[config.mk]
export PLATFORM = sky130hd
export DESIGN_NAME = matmul_mac_scheduler
export DESIGN_NICKNAME = d
export VERILOG_FILES = /design/src/rtl/matmul_mac_scheduler.sv
export SDC_FILE = /design/constraint.sdc
export NUM_CORES = 1
export LEC_CHECK = 0
export BUFFER_PORTS_ARGS = -buffer_cell sky130_fd_sc_hd__buf_2
export CORE_AREA = 2 2 110 112
export CTS_BUF_LIST = sky130_fd_sc_hd__clkbuf_2 sky130_fd_sc_hd__clkbuf_4 sky130_fd_sc_hd__clkbuf_8
export DETAILED_ROUTE_END_ITERATION = 8
export DIE_AREA = 0 0 112 114
export GPL_ROUTABILITY_DRIVEN = 1
export PLACE_DENSITY = 0.86
export SLEW_MARGIN = 20
export SYNTH_ARGS = -nofsm -noshare
export SYNTH_HDL_FRONTEND = slang
export SYNTH_SLANG_ARGS = --single-unit
[constraint.sdc]
create_clock -name clk -period 13.23 [get_ports clk]
set_input_delay 1.323 -clock clk [delete_from_list [all_inputs] [get_ports clk]]
set_output_delay 1.323 -clock clk [all_outputs]
set_load 0.02 [all_outputs]
[src/rtl/matmul_mac_scheduler.sv]
// Unsigned Ndata x Ndata matrix product on one shared MAC: Ndata cycles per element plus >=1 emit cycle.
// Results leave on a registered valid/ready port. Accumulation pauses while a result is stalled.
module matmul_mac_scheduler #(
  parameter int Nbits = 4,
  parameter int Ndata = 4,
  localparam int CW = $clog2(Ndata)
) (
  input  logic                         clk,
  input  logic                         reset,
  input  logic                         start,
  input  logic [Ndata*Ndata*Nbits-1:0] A_in,
  input  logic [Ndata*Ndata*Nbits-1:0] B_in,
  output logic                         busy,
  output logic                         C_valid,
  input  logic                         C_ready,
  output logic [CW-1:0]                C_row,
  output logic [CW-1:0]                C_col,
  output logic [2*Nbits-1:0]           C_data,
  output logic                         done
);

  localparam int AW = 2 * Nbits;
  localparam logic [1:0] S_IDLE = 2'd0;
  localparam logic [1:0] S_MAC  = 2'd1;
  localparam logic [1:0] S_EMIT = 2'd2;
  localparam logic [1:0] S_DONE = 2'd3;
  localparam logic [CW-1:0] LAST = CW'(Ndata - 1);

  logic [1:0]       state_q, state_d;
  logic [CW-1:0]    row_q, row_d, col_q, col_d, k_q, k_d;
  logic [AW-1:0]    acc_q, acc_d, c_data_q, c_data_d;
  logic             c_valid_q, c_valid_d, busy_q, busy_d, done_q, done_d;
  logic             capture;

  logic [Nbits-1:0] a_q [Ndata][Ndata];
  logic [Nbits-1:0] b_q [Ndata][Ndata];
  logic [Nbits-1:0] a_el, b_el;
  logic [AW-1:0]    prod, acc_sum;

  // Operands are snapshotted once so the source may change freely during a run.
  always_ff @(posedge clk) begin
    if (capture) begin
      for (int r = 0; r < Ndata; r++) begin
        for (int c = 0; c < Ndata; c++) begin
          a_q[r][c] <= A_in[(r*Ndata+c)*Nbits +: Nbits];
          b_q[r][c] <= B_in[(r*Ndata+c)*Nbits +: Nbits];
        end
      end
    end
  end

  assign a_el    = a_q[row_q][k_q];
  assign b_el    = b_q[k_q][col_q];
  assign prod    = AW'(a_el) * AW'(b_el);
  assign acc_sum = acc_q + prod;

  always_comb begin
    state_d   = state_q;
    row_d     = row_q;
    col_d     = col_q;
    k_d       = k_q;
    acc_d     = acc_q;
    c_data_d  = c_data_q;
    c_valid_d = c_valid_q;
    capture   = 1'b0;
    case (state_q)
      S_IDLE: begin
        if (start) begin
          capture = 1'b1;
          state_d = S_MAC;
          row_d   = '0;
          col_d   = '0;
          k_d     = '0;
          acc_d   = '0;
        end
      end
      S_MAC: begin
        acc_d = acc_sum;
        k_d   = k_q + 1'b1;
        if (k_q == LAST) begin
          k_d       = '0;
          state_d   = S_EMIT;
          c_data_d  = acc_sum;
          c_valid_d = 1'b1;
        end
      end
      S_EMIT: begin
        if (C_ready) begin
          c_valid_d = 1'b0;
          if (row_q == LAST && col_q == LAST) begin
            state_d = S_DONE;
          end else begin
            state_d = S_MAC;
            acc_d   = '0;
            k_d     = '0;
            if (col_q == LAST) begin
              col_d = '0;
              row_d = row_q + 1'b1;
            end else begin
              col_d = col_q + 1'b1;
            end
          end
        end
      end
      default: state_d = S_IDLE;
    endcase
    busy_d = (state_d != S_IDLE);
    done_d = (state_d == S_DONE);
  end

  always_ff @(posedge clk) begin
    if (reset) begin
      state_q   <= S_IDLE;
      row_q     <= '0;
      col_q     <= '0;
      k_q       <= '0;
      acc_q     <= '0;
      c_data_q  <= '0;
      c_valid_q <= 1'b0;
      busy_q    <= 1'b0;
      done_q    <= 1'b0;
    end else begin
      state_q   <= state_d;
      row_q     <= row_d;
      col_q     <= col_d;
      k_q       <= k_d;
      acc_q     <= acc_d;
      c_data_q  <= c_data_d;
      c_valid_q <= c_valid_d;
      busy_q    <= busy_d;
      done_q    <= done_d;
    end
  end

  assign busy    = busy_q;
  assign C_valid = c_valid_q;
  assign C_row   = row_q;
  assign C_col   = col_q;
  assign C_data  = c_data_q;
  assign done    = done_q;

endmodule

Word level (Yosys, flattened, before mapping)
Memories as Yosys holds them, arrays and structs flattened. A register that Yosys moved wholly into a read port is not among the register bits.
Index checks and enable logic that the tools add are counted.
Widths: inputs -> output; s select.
{ "totals": {"register_bits": 27, "ram_bits": 128, "inputBits": 132, "out_inout_bits": 15, "elab_cells": 81, "mem_count": 2} }
{ "classes": {"addsub": 4, "mul": 1, "order_cmp": 2, "eq_ne": 11, "mux": 39, "bitwise_logic": 2, "reduce_logical": 11} }
{ "mem_list": {"columns": ["memory", "depth", "word_bits", "read_ports", "rd_clocked_by_memory_dff", "write_ports", "line", "rtl"], "rows": [
  ["a_q", 4, 16, 1, 1, 4, "35", "logic [Nbits-1:0] a_q [Ndata][Ndata];"],
  ["b_q", 4, 16, 1, 1, 4, "36", "logic [Nbits-1:0] b_q [Ndata][Ndata];"]
]} }
{ "ops": {"columns": ["operator", "count"], "rows": [
  ["$mux 2", 18],
  ["$mux 8", 3],
  ["$pmux 8 s3", 1],
  ["$bmux 4 s2", 2],
  ["$mux 4", 4],
  ["$pmux 2 s3", 2],
  ["$eq 2x2->1 const B", 5],
  ["$ne 2x2->1 const B", 5],
  ["$add 8x8->8", 1],
  ["$mul 4x4->8", 1],
  ["$pmux 2 s2", 2],
  ["$reduce_and 4->1", 2],
  ["$add 2x1->2 const B", 3],
  ["$ge 3x3->1 const B", 2],
  ["$mux 1", 6],
  ["$not 2->3", 2],
  ["$reduce_bool 2->1", 3],
  ["$reduce_and 5->1", 1],
  ["$reduce_and 3->1", 1],
  ["$reduce_bool 3->1", 1],
  ["$eq 2x1->1 const B", 1],
  ["$logic_not 2->1", 1],
  ["$pmux 1 s2", 1],
  ["$reduce_and 2->1", 1],
  ["$logic_and 1x1->1", 1]
]} }

Logic depth before layout (Yosys ltp)
Gate-level depths: netlist of the first run.
{ "logic_depth": {"depth_word": 7, "ltp_mapped": 17} }

Worst setup path after synthesis of the first run
No wires, ideal clock.
{ "synth_path": {"kind": "input to register", "start": "input port start", "end": "memory a_q[0][0] (netlist name), enable pin", "setup_time_ns": 0.617, "t_arrival_ns": 6.713, "required_ns": 12.613, "setup_slack_ns": 5.901, "cell_stages": 2, "path_buffers": 0, "cell_sequence": "nand2b_1 > nor2_1"} }
{ "synth_lines": {"columns": ["element", "line", "rtl"], "rows": [
  ["start: declaration", "10", "input logic start,"],
  ["end: declaration", "35", null]
]} }

==> results, run 1 <==
- The flow ran to the end, and the final reports show no timing, DRC or antenna violations.
- The detail-routed via count per cell is 5.597.
- The global-route total usage across every layer is 21.70%.
- Hold is met by approximately 0.45 ns.
- The last weighted congestion value of the routability-driven placer is 0.8376.
- Summed over all nets, the switching power comes to approximately 0.00027 W.
- After floorplanning, the core was divided into 40 placement rows.
- The worst path needs 5.349 ns of the cycle, external delays included.
- The achievable frequency is 187.0 MHz.
- The biggest area contributor in the post-synthesis netlist is edfxtp_1.
- The wire length per cell is 18.66 um.
- In this design, the critical path's most frequently occurring cell is fa_1.
- For the worst setup path, the data required time is about 14 ns.
- The slowest stage of the critical path belongs to the cell dfxtp_1.
- The worst setup path is launched from a register.
- In the synthesized netlist, mux cells make up about an eighth of the area.
- The longest clock path from root to sink contains 2 buffers.
- The Yosys step of the flow raised 0 warnings.
- The class of the tightest hold or removal check is reg -> reg.
- The floorplan step set the die height to 114 um.
- The number of buffers inserted to repair setup after CTS is 0.
- The worst setup path is of the reg -> reg kind.
- The sum of negative setup slack is 0 ns.
- The total of endpoints with negative setup slack in the final report is 0.
- Gates resized during post-CTS repair numbered 0.
- After Yosys synthesis, XOR and XNOR cells account for less than 1% of the synthesized area.
- Of all flip-flops after synthesis, the portion carrying an async set or reset was 0%.
- The total via count after detailed routing is between 3k and 4k.
- The top cell type's share of synthesized area is 56.36%.
- The share of total power consumed by net switching is ~25%.
- The proportion of synthesized chip area in sequential cells is 65.46%.
- The clock transition at the registers of the reported paths is 0.08 ns.
- Across the routed clock network, the largest skew measured is 0.02094 ns.
- Power spread over the standard cell area amounts to around 130 nW/um2.
- The number of global-route vias before repair was approximately 4.1k.
- Summed over all layers, the global routing overflow is 0.
- The first-iteration detailed-routing DRC count is between 300 and 400.
- The endpoint type of the worst setup path is a register.
- The H-tree was split into 4 levels.
- Yosys attributes the largest share of cell area to edfxtp_1, mux4_1, dfxtp_1.
- Across the VDD grid, the largest voltage drop is 0.08927 mV.
- After clock tree synthesis, the flow added hold-fix buffers numbering 0.
- The area growth from synthesis to layout is 17.65%.
- Of the total synthesized cell area, the portion taken by full adders, half adders and majority gates is 5.944%.
- The horizontal extent of the die is 112 um.
- Summed over all layers, the routed wires come to 13.29 mm.
- The count of final hold-check violations came to 0.
- The count of flip-flops with a built-in enable after synthesis is ~130.
- Synthesis produced 400 cells.
- Grouping stages by cell kind, the critical path spends the most delay in adder cells.
- The portion of the clock cycle consumed by the worst path in the final layout is slightly above 40%.
- The synthesized netlist devotes ~8% of its cell area to compound gates.
- Walking the worst path, the cells encountered are mux4_1 > a22o_1 > a221oi_2 > or2_1 > fa_1 > fa_1 > fa_1 > inv_1 > ha_1 > o21ai_0 > or2_2 > o311ai_0 > a22o_1.
- The later pin in the worst-skew pair is clocked with a latency of 0.45 ns.
- Across the run, the number of max-cap violations was 0.
- The buffers plus inverters on the worst setup path is 1.
- For this design the static power due to leakage is 3.198 nW.
- Along the worst path, the maximum fanout reaches 16.
- TritonCTS built the clock tree.
- In this run the tool buffered the top-level ports with 146 buffer cells.
- The largest family of logic cells by synthesized area is multiplexers.
- Per report_power, the combinational group accounts for 15.4% of the total.
- After filler insertion, the fill cell instance count of the layout stands at 774.
- Setup repair after global routing left no endpoint under its margin.
- When the netlist entered floorplanning its net count stood at 559.
- The share of cells above drive strength 1 is about a third.
- The initial antenna violation count came to 1.
- Synthesis inferred 159 register bits.
- The clock buffer count from CTS is 17.
- The core box area is 11710 um2.
- The tree is rooted in a clkbuf_8.
- Entering global routing, the biggest net connects 65 pins.
- The slew of the pin with the lowest slew margin is 0.9645 ns.
- The clock network burns 30.3% of the power.
- The I/O pin count is 147.
- In this run the cell area of the synthesized design comes to 6820 um2.
- The global-route wire length before repair is 20.59 mm.
- Measured against its own limit, the worst slew margin works out to 35.61%.
- The number of antenna-violating nets in the routed design is 0.
- The max-slew violation total from the final report is 0.
- The post-detailed-route DRC marker count is 0.
- For this run, the leading register cell type out of synthesis is edfxtp_1.
- The average instance in the mapped netlist occupies 17.05 um2.
- The count of different cell masters after synthesis is 47.
- The count of TritonRoute iterations in the first routing pass is 5.
- Data on the critical path arrives at its endpoint at 5.73 ns.
- For this run, the post-layout net count is 711.
- The largest stage delay on the critical path is between 0.9 and 1 ns.
- After Yosys synthesis, and, or, nand and nor cells account for 5.082% of the synthesized area.
- The initial utilization of the core area, before any placement, comes to 58.24%.
- The internal power of the cells totals 0.0008110 W.
- The proportion of power drawn by flip-flops and latches is 54.3%.
- The die covers 12770 um2.
- The wire-length estimate of the detail-placed layout is approximately 9.7 mm.
- The total number of clock tree sinks is 159.
[power by group through the flow]
| stage | combinational (W) | sequential, W | clock (W) |
|---|---|---|---|
| floorplan | 0.000116 | 0.000596 | 0 |
| global placement | 0.000155 | 0.000596 | 0 |
| detailed placement | 0.000165 | 0.000598 | 0 |
| CTS | 0.000166 | 0.000587 | 0.000336 |
| global route | 0.000187 | 0.000590 | 0.000354 |
| finish | 0.000167 | 0.000587 | 0.000328 |
[worst paths after layout]
check	end	startpoint	cells after the start	slack (ns)
min reg2reg	C_data[0]	C_data[0]	2	0.45
min	C_data[0]	C_data[0]	2	0.45
max reg2reg	acc_q[6]	register	13	7.88
max	acc_q[6]	register	13	7.88
[through the flow]
stage	setup WS, ns	instances	area [um2]	utilization (%)	power (W)
after floorplan	5.901	400	6820	-	0.0007129
after global placement	8.033	680	7650	65.32	0.0007508
after global routing	7.559	712	8024	68.52	0.001131
after detailed placement	7.871	680	7656	65.37	0.0007629
final	7.881	712	8024	68.52	0.001081
after CTS	7.850	711	8016	68.45	0.001089
[cell families (layout without fill, tap and decap cells)]
logic type      count (synthesis)  count (layout)
compound gates                 68              68
xor+xnor                        2               2
fa+ha+maj                      27              27
buf+inv                        40             204
flops                         159             159
mux                            33              33
other cells                     0               1
simple gates                   71              71
[sequential cells by signal, summed over array words and instances (netlist names), named ones only]
| register | count |
|---|---|
| a_q | 64 |
| b_q | 64 |
| C_data | 8 |
| acc_q | 8 |
| C_col | 2 |
| C_row | 2 |
| k_q | 2 |
| state_q | 2 |
| C_valid | 1 |
| busy | 1 |
| done | 1 |
[routing by layer]
layer,share of wire (%),up-vias,GRT usage (%)
met2,53,126,37.09
met1,40,1943,26.17
met4,1.8,0,9.106
li1,-,1901,-
met5,0,-,0
met3,5.0,15,6.270
[cell type report]
cell class	instances	area [um2]	area share (%)
Multi-Input combinational cell	201	2173	27.09
Timing Repair Buffer	148	745.7	9.294
Antenna cell	1	2.502	0.03119
Tap cell	147	183.9	2.292
Clock buffer	17	234.0	2.916
Inverter	25	93.84	1.169
Clock inverter	14	126.4	1.575
Sequential cell	159	4464	55.64
[worst register-to-register path: cells and delay by family, from the launching register on]
family                     cells  cell delay (ns)
and+or+nand+nor                2             0.50
DFF                            1             0.96
AOI/OAI and AO/OA              5             1.31
muxes                          1             0.66
adders and majority gates      4             1.83
buffers and inverters          1             0.04
[cell usage after synthesis (3+ instances only)]
master    instances
nand2b_1          3
nand3_1           3
nor2_1           26
o21ai_0           7
dfxtp_1          31
nand2_1          14
edfxtp_1        128
fa_1              9
buf_2             3
nor3_1            3
or2_1             4
a211o_1           4
a22o_1           13
ha_1             18
o211ai_1          3
clkbuf_1          8
mux4_1           25
a21o_1            3
nor2b_1           6
mux4_2            7
a221oi_2          8
a21oi_1          15
inv_1            25
[cells in the final DEF (no fill, tap or decap), types with 4 or more instances in the layout]
| cell | instances |
|---|---|
| nor2_1 | 25 |
| dfxtp_1 | 31 |
| clkinv_2 | 5 |
| a21oi_1 | 15 |
| a221oi_2 | 8 |
| inv_1 | 25 |
| clkinvlp_4 | 4 |
| fa_1 | 9 |
| ha_1 | 18 |
| clkbuf_8 | 17 |
| or2_1 | 4 |
| a22o_1 | 13 |
| a211o_1 | 4 |
| edfxtp_1 | 128 |
| nor2b_1 | 6 |
| mux4_2 | 7 |
| o21ai_0 | 7 |
| mux4_1 | 25 |
| buf_2 | 146 |
| nand2_1 | 14 |
Power figures use the tool's default switching activity.
==> run 2, diff against run 1 <==
ABC_AREA = 1   (was not set)
CORE_AREA = 2 2 122 124   (was 2 2 110 112)
DIE_AREA = 0 0 124 126   (was 0 0 112 114)
PLACE_DENSITY = 0.77   (was 0.86)
clock period = 4.8 ns   (was 13.23 ns; I/O delays follow)
==> results, run 2 <==
- The most used flip-flop cell after synthesis is edfxtp_1.
- The critical path goes through buf_4 > inv_1 > nand2_1 > nand2_1 > nand2_1 > nand3_1 > nand3_1 > nand2_1 > nand2_1 > fa_1 > fa_1 > fa_1 > inv_1 > ha_1 > nand2_1 > nand2_1 > a21oi_1 > xor2_1 > nand2_1 > a21oi_1.
- The final worst-path setup slack is ~0.6 ns.
- The most instantiated library cell after synthesis is nand2_1.
- Measured against its own limit, the worst slew margin works out to 53.31%.
- After the last flow step, the layout net total stands at 984.
- The reg2reg setup slack is 0.59 ns.
- The required time reported for the critical path endpoint is 5.18 ns.
- The category of the critical setup timing path is reg -> reg.
- After synthesis, the most frequently instantiated cells are nand2_1, edfxtp_1, inv_1.
- In the layout the commonest cells are nand2_1, buf_2, edfxtp_1.
- The worst register-to-register path ends at acc_q[4].
- The critical path crosses 20 cells after its start point.
- The share of cells above drive strength 1 is around 26%.
- The number of standard-cell rows in the floorplan is 44.
- The critical path data arrival time is 4.59 ns.
- The slowest stage of the critical path is the fa_1 cell.
- The worst-skew pair later-pin latency is 0.45 ns.
- The worst slack after detailed placement is around 0.6 ns.
- The post-detailed-route DRC marker count is 0.
- The first TritonRoute pass finished after 5 iterations.
- The horizontal extent of the die is approximately 120 um.
- Summed over all layers, the routed wires come to 14.58 mm.
- The detail-routed via count per cell is 4.954.
- The I/O pin count is ~150.
- The summed instance area of the synthesized netlist is 7133 um2.
- The count of final hold-check violations was 0.
- Summed over all layers, the global routing overflow is 0.
- Counting flops with a built-in enable in the synthesized netlist gives between 100 and 150.
- The core region is 14310 um2.
- The area of combinational cells with multiple inputs is between 2000 and 2500 um2.
- Summing the areas of all fa, ha and maj instances in the mapped netlist gives 5.683% of the synthesized area.
- The first global-routing pass estimated 23.38 mm of wire.
- Dividing the detail-routed wire length by the instance count gives 14.29 um.
- The synthesized design contains between 150 and 200 register bits.
- Input and output buffers added on the ports amount to 146.
- TritonCTS built the clock tree.
- The worst vdd rail ir drop is 0.2374 mV.
- In this run the cell area measured after placement is roughly 8000 um2.
- The die span in y is 126 um.
- Fill cells in the final layout number 1175.
- Entering global routing, the biggest net connects 58 pins.
- The critical path launch point type is a register.
- The synthesized-area fraction occupied by xor and xnor cells is 0.3684%.
- After synthesis, the largest family of logic cells by area is simple AND/OR/NAND/NOR gates.
- The synthesized-area fraction occupied by and/or/nand/nor cells is between 15 and 20%.
- Based on the critical path, the design can be clocked at up to 237.3 MHz.
- The library cell used most frequently in the layout, excluding fill and tap cells, is nand2_1.
- In the final layout, the registers with the most flip-flops are a_q x64, b_q x64.
- Grouping stages by cell kind, the critical path spends the most delay in adder cells.
- Setup violations remaining at the end of the flow were counted as 0.
- The detailed router placed 5053 vias in this run.
- The antenna cell count is 0.
- Detailed placement finished with a half-perimeter wire length of 10.62 mm.
- The post-cts gate resize count is 0.
- The number of buffers and inverters on the critical path is 3.
- The cell repeated most along the worst path is nand2_1.
- The global-route total usage across every layer is 19.80%.
- The number of warning messages in the yosys log is 0.
- The worst reg-to-reg path cell count is 20.
- By area the synthesized netlist is led by edfxtp_1, dfxtp_1, nand2_1.
- The class of the tightest hold or removal check is in -> reg.
- The total leakage power is roughly 3.7 nW.
- The overall power is 0.003200 W.
- The proportion of synthesized area in mux cells is 0%.
- For this run, the slowest stage of the critical path takes 0.51 ns.
- For this design the ratio of total power to cell area is between 300 and 400 nW/um2.
- The final core utilization is 58.49%.
- The area of the die is 15620 um2.
- In this run, distinct cell masters in the synthesized netlist total 31.
- After clock tree synthesis, the clock-pin slew on the worst setup and hold paths is 0.08 ns.
- In this run, post-CTS hold repair placed 0 buffers.
- CTS placed an instance of clkbuf_8 at the clock tree root.
- The max-slew violation total from the final report is 0.
- Summed over all failing endpoints, the final setup total negative slack is 0 ns.
- The largest fanout on the critical path is 20.
- The final cell area excluding filler cells is 8372 um2.
- The number of clock buffers added by TritonCTS is 17.
- The maximum level of the CTS H-tree is 4.
- The flow ran to the end, and the final reports show no timing, DRC or antenna violations.
- The share of the Yosys chip area taken by registers is 62.59%.
- The endpoint type of the worst setup path is a register.
- The maximum count of clock buffers along a single path is 2.
- The number of stages on the worst hold path is 1.
- Following the worst setup path forward leads to its endpoint at acc_q[4].
- The last weighted congestion value of the routability-driven placer is 0.8259.
- The largest total area in the synthesized netlist belongs to edfxtp_1.
- From synthesis to final layout, the design area changed by 17.37%.
- For this configuration, the core starts out at a cell density of 49.83%.
- The post-synthesis average cell area is ~11 um2.
- Across the run, the number of max-cap violations was 0.
- The number of setup buffers added after CTS is 0.
- The total number of clock tree sinks is 159.
- Summing the areas of all compound-gate instances in the mapped netlist gives 7.578% of the synthesized area.
- Setup repair after global routing left no endpoint under its margin.
- For this run, asynchronously set or reset flops after synthesis account for 0%.
- The final critical-path required period is 4.213 ns.
- The initial antenna violation count came to 0.
- The sequential cells in the finished layout cover a total of between 4000 and 5000 um2.
- The portion of the clock cycle consumed by the worst path in the final layout is 87.78%.
- The slew of the pin with the lowest slew margin is 0.7003 ns.
- In this run the remaining antenna-violating nets after routing total 0.
- The top cell type's share of synthesized area is 53.89%.
- The synthesized net count is approximately 840.
- The final worst clock skew is 0.01122 ns.
- After the first detailed-routing iteration, the DRC count stood at 450.
- The number of global-route vias before repair was 4849.
- Synthesis produced a netlist whose cell count is 676.
## run 2: cell count changes in the layout (fill, tap and decap cells not counted), sizes merged, moves of 20 or more
cell and change:
nand2 +152, nor2 +35, o21ai +28, inv +64, nand3 +54, mux4 -32, o211ai +20
## run 2: power breakdown
| part | total, W | leakage (nW) | switching, W | internal [W] |
|---|---|---|---|---|
| Sequential | 0.00162 | 1.48 | 0.0000326 | 0.00159 |
| Combinational | 0.000639 | 2.01 | 0.000391 | 0.000248 |
| Clock | 0.000937 | 0.182 | 0.000473 | 0.000464 |
## run 2: worst min path at each step
stage          startpoint         end  slack (ns)
6_report         A_in[37]   a_q[2][9]        0.20
5_1_grt          B_in[32]  b_q[2][12]        0.17
4_1_cts          B_in[32]  b_q[2][12]        0.18
3_5_place_dp    C_data[2]   C_data[2]        0.45
3_3_place_gp    C_data[3]   C_data[3]        0.45
2_1_floorplan    acc_q[3]    acc_q[3]        0.45
## run 2: layer usage
layer / track usage, % / share of wire (%) / vias to the layer above / routed length, um
met1: 26.93 / 45 / 2319 / 6559
met5: 0 / 0 / - / 0
met2: 30.90 / 47 / 159 / 6849
met4: 7.270 / 2.1 / 0 / 308
met3: 4.937 / 5.9 / 24 / 860
li1: - / - / 2551 / -
## run 2: cell type report
class / instances / area share (%)
flip-flops and latches: 159 / 53.33
repair buffers: 154 / 9.446
well taps: 184 / 2.750
multi-input cells: 404 / 26.06
clock inverters: 11 / 1.420
clock buffers: 19 / 2.974
inverters: 89 / 4.020
## run 2: cells by family (layout without fill, tap and decap cells)
family	count (synthesis)	count (layout)
compound gates	86	86
xor+xnor	3	3
fa+ha+maj	27	27
buf+inv	113	273
flops	159	159
simple gates	288	288
## run 2: worst register-to-register path, cell delays in order (launching register included)
cell	delay, ns
dfxtp_1	0.30
buf_4	0.17
inv_1	0.42
nand2_1	0.13
nand2_1	0.09
nand2_1	0.05
nand3_1	0.09
nand3_1	0.08
nand2_1	0.12
nand2_1	0.10
fa_1	0.51
fa_1	0.51
fa_1	0.51
inv_1	0.04
ha_1	0.34
nand2_1	0.08
nand2_1	0.07
a21oi_1	0.15
xor2_1	0.19
nand2_1	0.07
a21oi_1	0.14
## run 2: stage by stage
step	std cells	hold slack, ns
after floorplan	676	0.4470
after global placement	990	0.4490
after detailed placement	990	0.4530
after CTS	1020	0.1767
after global routing	1020	0.1685
final	1020	0.2046
==> run 3, diff against run 2 <==
clock period = 3.4 ns   (was 4.8 ns; I/O delays follow)
==> results, run 3 (same netlist as run 2, synthesis figures left out) <==
- The run finished, with violations left.
- The final reports fail on setup timing.
- CTS saw 159 sinks.
- The worst hold path belongs to the class in -> reg.
- The total of endpoints with negative setup slack in the final report is 10.
- The final core utilization is between 60% and 70%.
- The portion of the clock cycle consumed by the worst path in the final layout is 110.4%.
- The tree is rooted in a clkbuf_8.
- The category of the critical setup timing path is reg -> reg.
- Based on the critical path, the design can be clocked at up to 266.4 MHz.
- At the worst endpoint, the required time is 3.80 ns.
- The overall power is 0.005013 W.
- The maximum count of clock buffers along a single path is 2.
- Among the stages of the critical path, the cell type that occurs most often is nand2_2.
- The finished cells cover 8996 um2.
- The endpoint type of the worst setup path is a register.
- For this run, the post-layout net count is 1018.
- The clock buffer count from CTS is 17.
- Routability-driven placement finished with a final weighted congestion of 0.8129.
- The sum of routed wire length over all layers is ~16 mm.
- The floorplan has 44 rows.
- The initial antenna violation count is 0.
- The global-route total usage across every layer is 21.00%.
- The first TritonRoute pass finished after 5 iterations.
- The largest stage delay on the critical path is approximately 0.52 ns.
- In this design, the largest share of critical-path delay is due to adder cells.
- The aggregate global routing overflow is 0.
- The core box area is 14310 um2.
- The most frequent standard cell in the layout excluding fill and tap cells is buf_2.
- The maximum level of the CTS H-tree is 4.
- The first global-routing pass estimated 24.69 mm of wire.
- The die is ~130 um tall.
- The max-slew violation total from the final report is 0.
- The max-cap check violation count is 0.
- The largest registers in the layout are a_q x64, b_q x64.
- The critical path data arrival time is a little over 4 ns.
- The number of global-route vias before repair is 5117.
- The detail-routed via count per cell is 5.063.
- In this run the cell area measured after placement is a little over 8000 um2.
- approximately 150 I/O pins were placed.
- The die is 124 um wide.
- The worst setup path is launched from a register.
- The wire-length estimate of the detail-placed layout is 11.25 mm.
- IR analysis of the VDD net gives a maximum drop of 0.2998 mV.
- In this run the power density over the cells is around 560 nW/um2.
- The count of final hold-check violations is 0.
- Setup repair after global routing could not meet its margin everywhere.
- Once the floorplan was initialized, standard cells occupied between 40% and 50% of the core.
- The critical path contains buffers and inverters numbering 2 combined.
- At the pin with the least slew margin, the transition time is 0.5792 ns.
- TritonCTS built the clock tree.
- The final critical-path required period is 3.753 ns.
- For this block, the initial DRC count from the detailed router was 436.
- The die covers 15620 um2.
- The post-detailed-route DRC marker count is 0.
- The library cells used most frequently in the layout, excluding fill and tap cells, are buf_2, nand2_1, edfxtp_1.
- Traced cell by cell, the critical path runs through clkbuf_16 > nor2_1 > nor2_1 > o21ai_1 > nand3_1 > nand3_2 > nand2_4 > nand2_2 > fa_1 > fa_1 > fa_1 > inv_2 > ha_4 > nand2_2 > nand2_2 > nand2_1 > nand3_1 > nand2_1 > nand2_2 > nand2_1 > a21oi_1.
- The total via count after detailed routing is 5347.
- The wire length per cell is between 15 and 20 um.
- The later pin in the worst-skew pair is clocked with a latency of 0.46 ns.
- Across the routed clock network, the largest skew measured is 0.01203 ns.
- The share of cells above drive strength 1 is 34.06%.
- Relative to the synthesized area, the layout overhead comes to 26.12%.
- The final worst-path setup slack is -0.3532 ns.
- The largest fanout on the critical path is 7.
- After clock tree synthesis, the clock-pin slew on the worst setup and hold paths is 0.09 ns.
- Entering global routing, the biggest net connects between 70 and 80 pins.
- The repair_antennas step left the layout with diodes totalling 0.
- Once detail routing completed, the nets flagged for antenna violations numbered 0.
- Measured against its own limit, the worst slew margin works out to 61.35%.
- Input and output buffers added on the ports amount to 146.
- The cell at the slowest stage of the critical path is fa_1.
- Summed over all cells, the static leakage comes to 3.907 nW.
- The smallest hold slack is 0.04685 ns.
[run 3: worst paths after layout]
check	from	to	slack (ns)	cells after the start
worst max-delay path	register	acc_q[6]	-0.35	21
worst min-delay path	B_in[37]	b_q[2][9]	0.05	1
worst max register to register	register	acc_q[6]	-0.35	21
worst min register to register	C_data[1]	C_data[1]	0.46	2
[run 3: layout make-up]
class / count / area [um2]
Fill cell: 1147 / 5318
Sequential cell: 159 / 4476
Multi-Input combinational cell: 404 / 2355
Timing Repair Buffer: 188 / 1179
Inverter: 89 / 351.6
Clock buffer: 18 / 241.5
Tap cell: 184 / 230.2
Clock inverter: 14 / 163.9
[run 3: where the power goes]
part	leakage (nW)	total (W)	switching, W	internal, W
combinational	2.23	0.00127	0.000695	0.000576
clock	0.196	0.00144	0.000711	0.000730
sequential	1.48	0.00230	0.0000568	0.00225
total	3.91	0.00501	0.00146	0.00355
[run 3: routing by layer]
metal / up-vias / GRT usage, % / part of all wire [%]
li1: 2629 / - / -
met4: 0 / 8.328 / 2.0
met2: 197 / 34.10 / 50
met1: 2496 / 27.83 / 43
met3: 25 / 4.076 / 5.1
met5: - / 0 / 0
[run 3: through the flow]
| stage | worst slack (ns) | instances | setup TNS, ns |
|---|---|---|---|
| global placement | -0.2462 | 1016 | -2.132 |
| finish | -0.3532 | 1056 | -2.918 |
| global route | -0.5382 | 1056 | -4.691 |
| floorplan | 0.01363 | 676 | 0 |
| CTS | -0.2360 | 1048 | -1.682 |
| detailed placement | -0.3467 | 1016 | -2.929 |
[run 3: repair_timing]
item,CTS,global route
endpoints found under the hold margin,0,0
setup endpoints to repair,10,10
gates cloned,0,4
buffers inserted,0,4
pin swaps,3,17
hold buffers,0,0
resized for setup,17,36
[run 3: worst reg2reg max path: cells and delay by family, from the launching register on]
family	cells	cell delay, ns
AOI/OAI and AO/OA	2	0.22
adders and majority gates	4	1.73
buffers and inverters	2	0.24
DFF	1	0.50
and+or+nand+nor	13	1.00
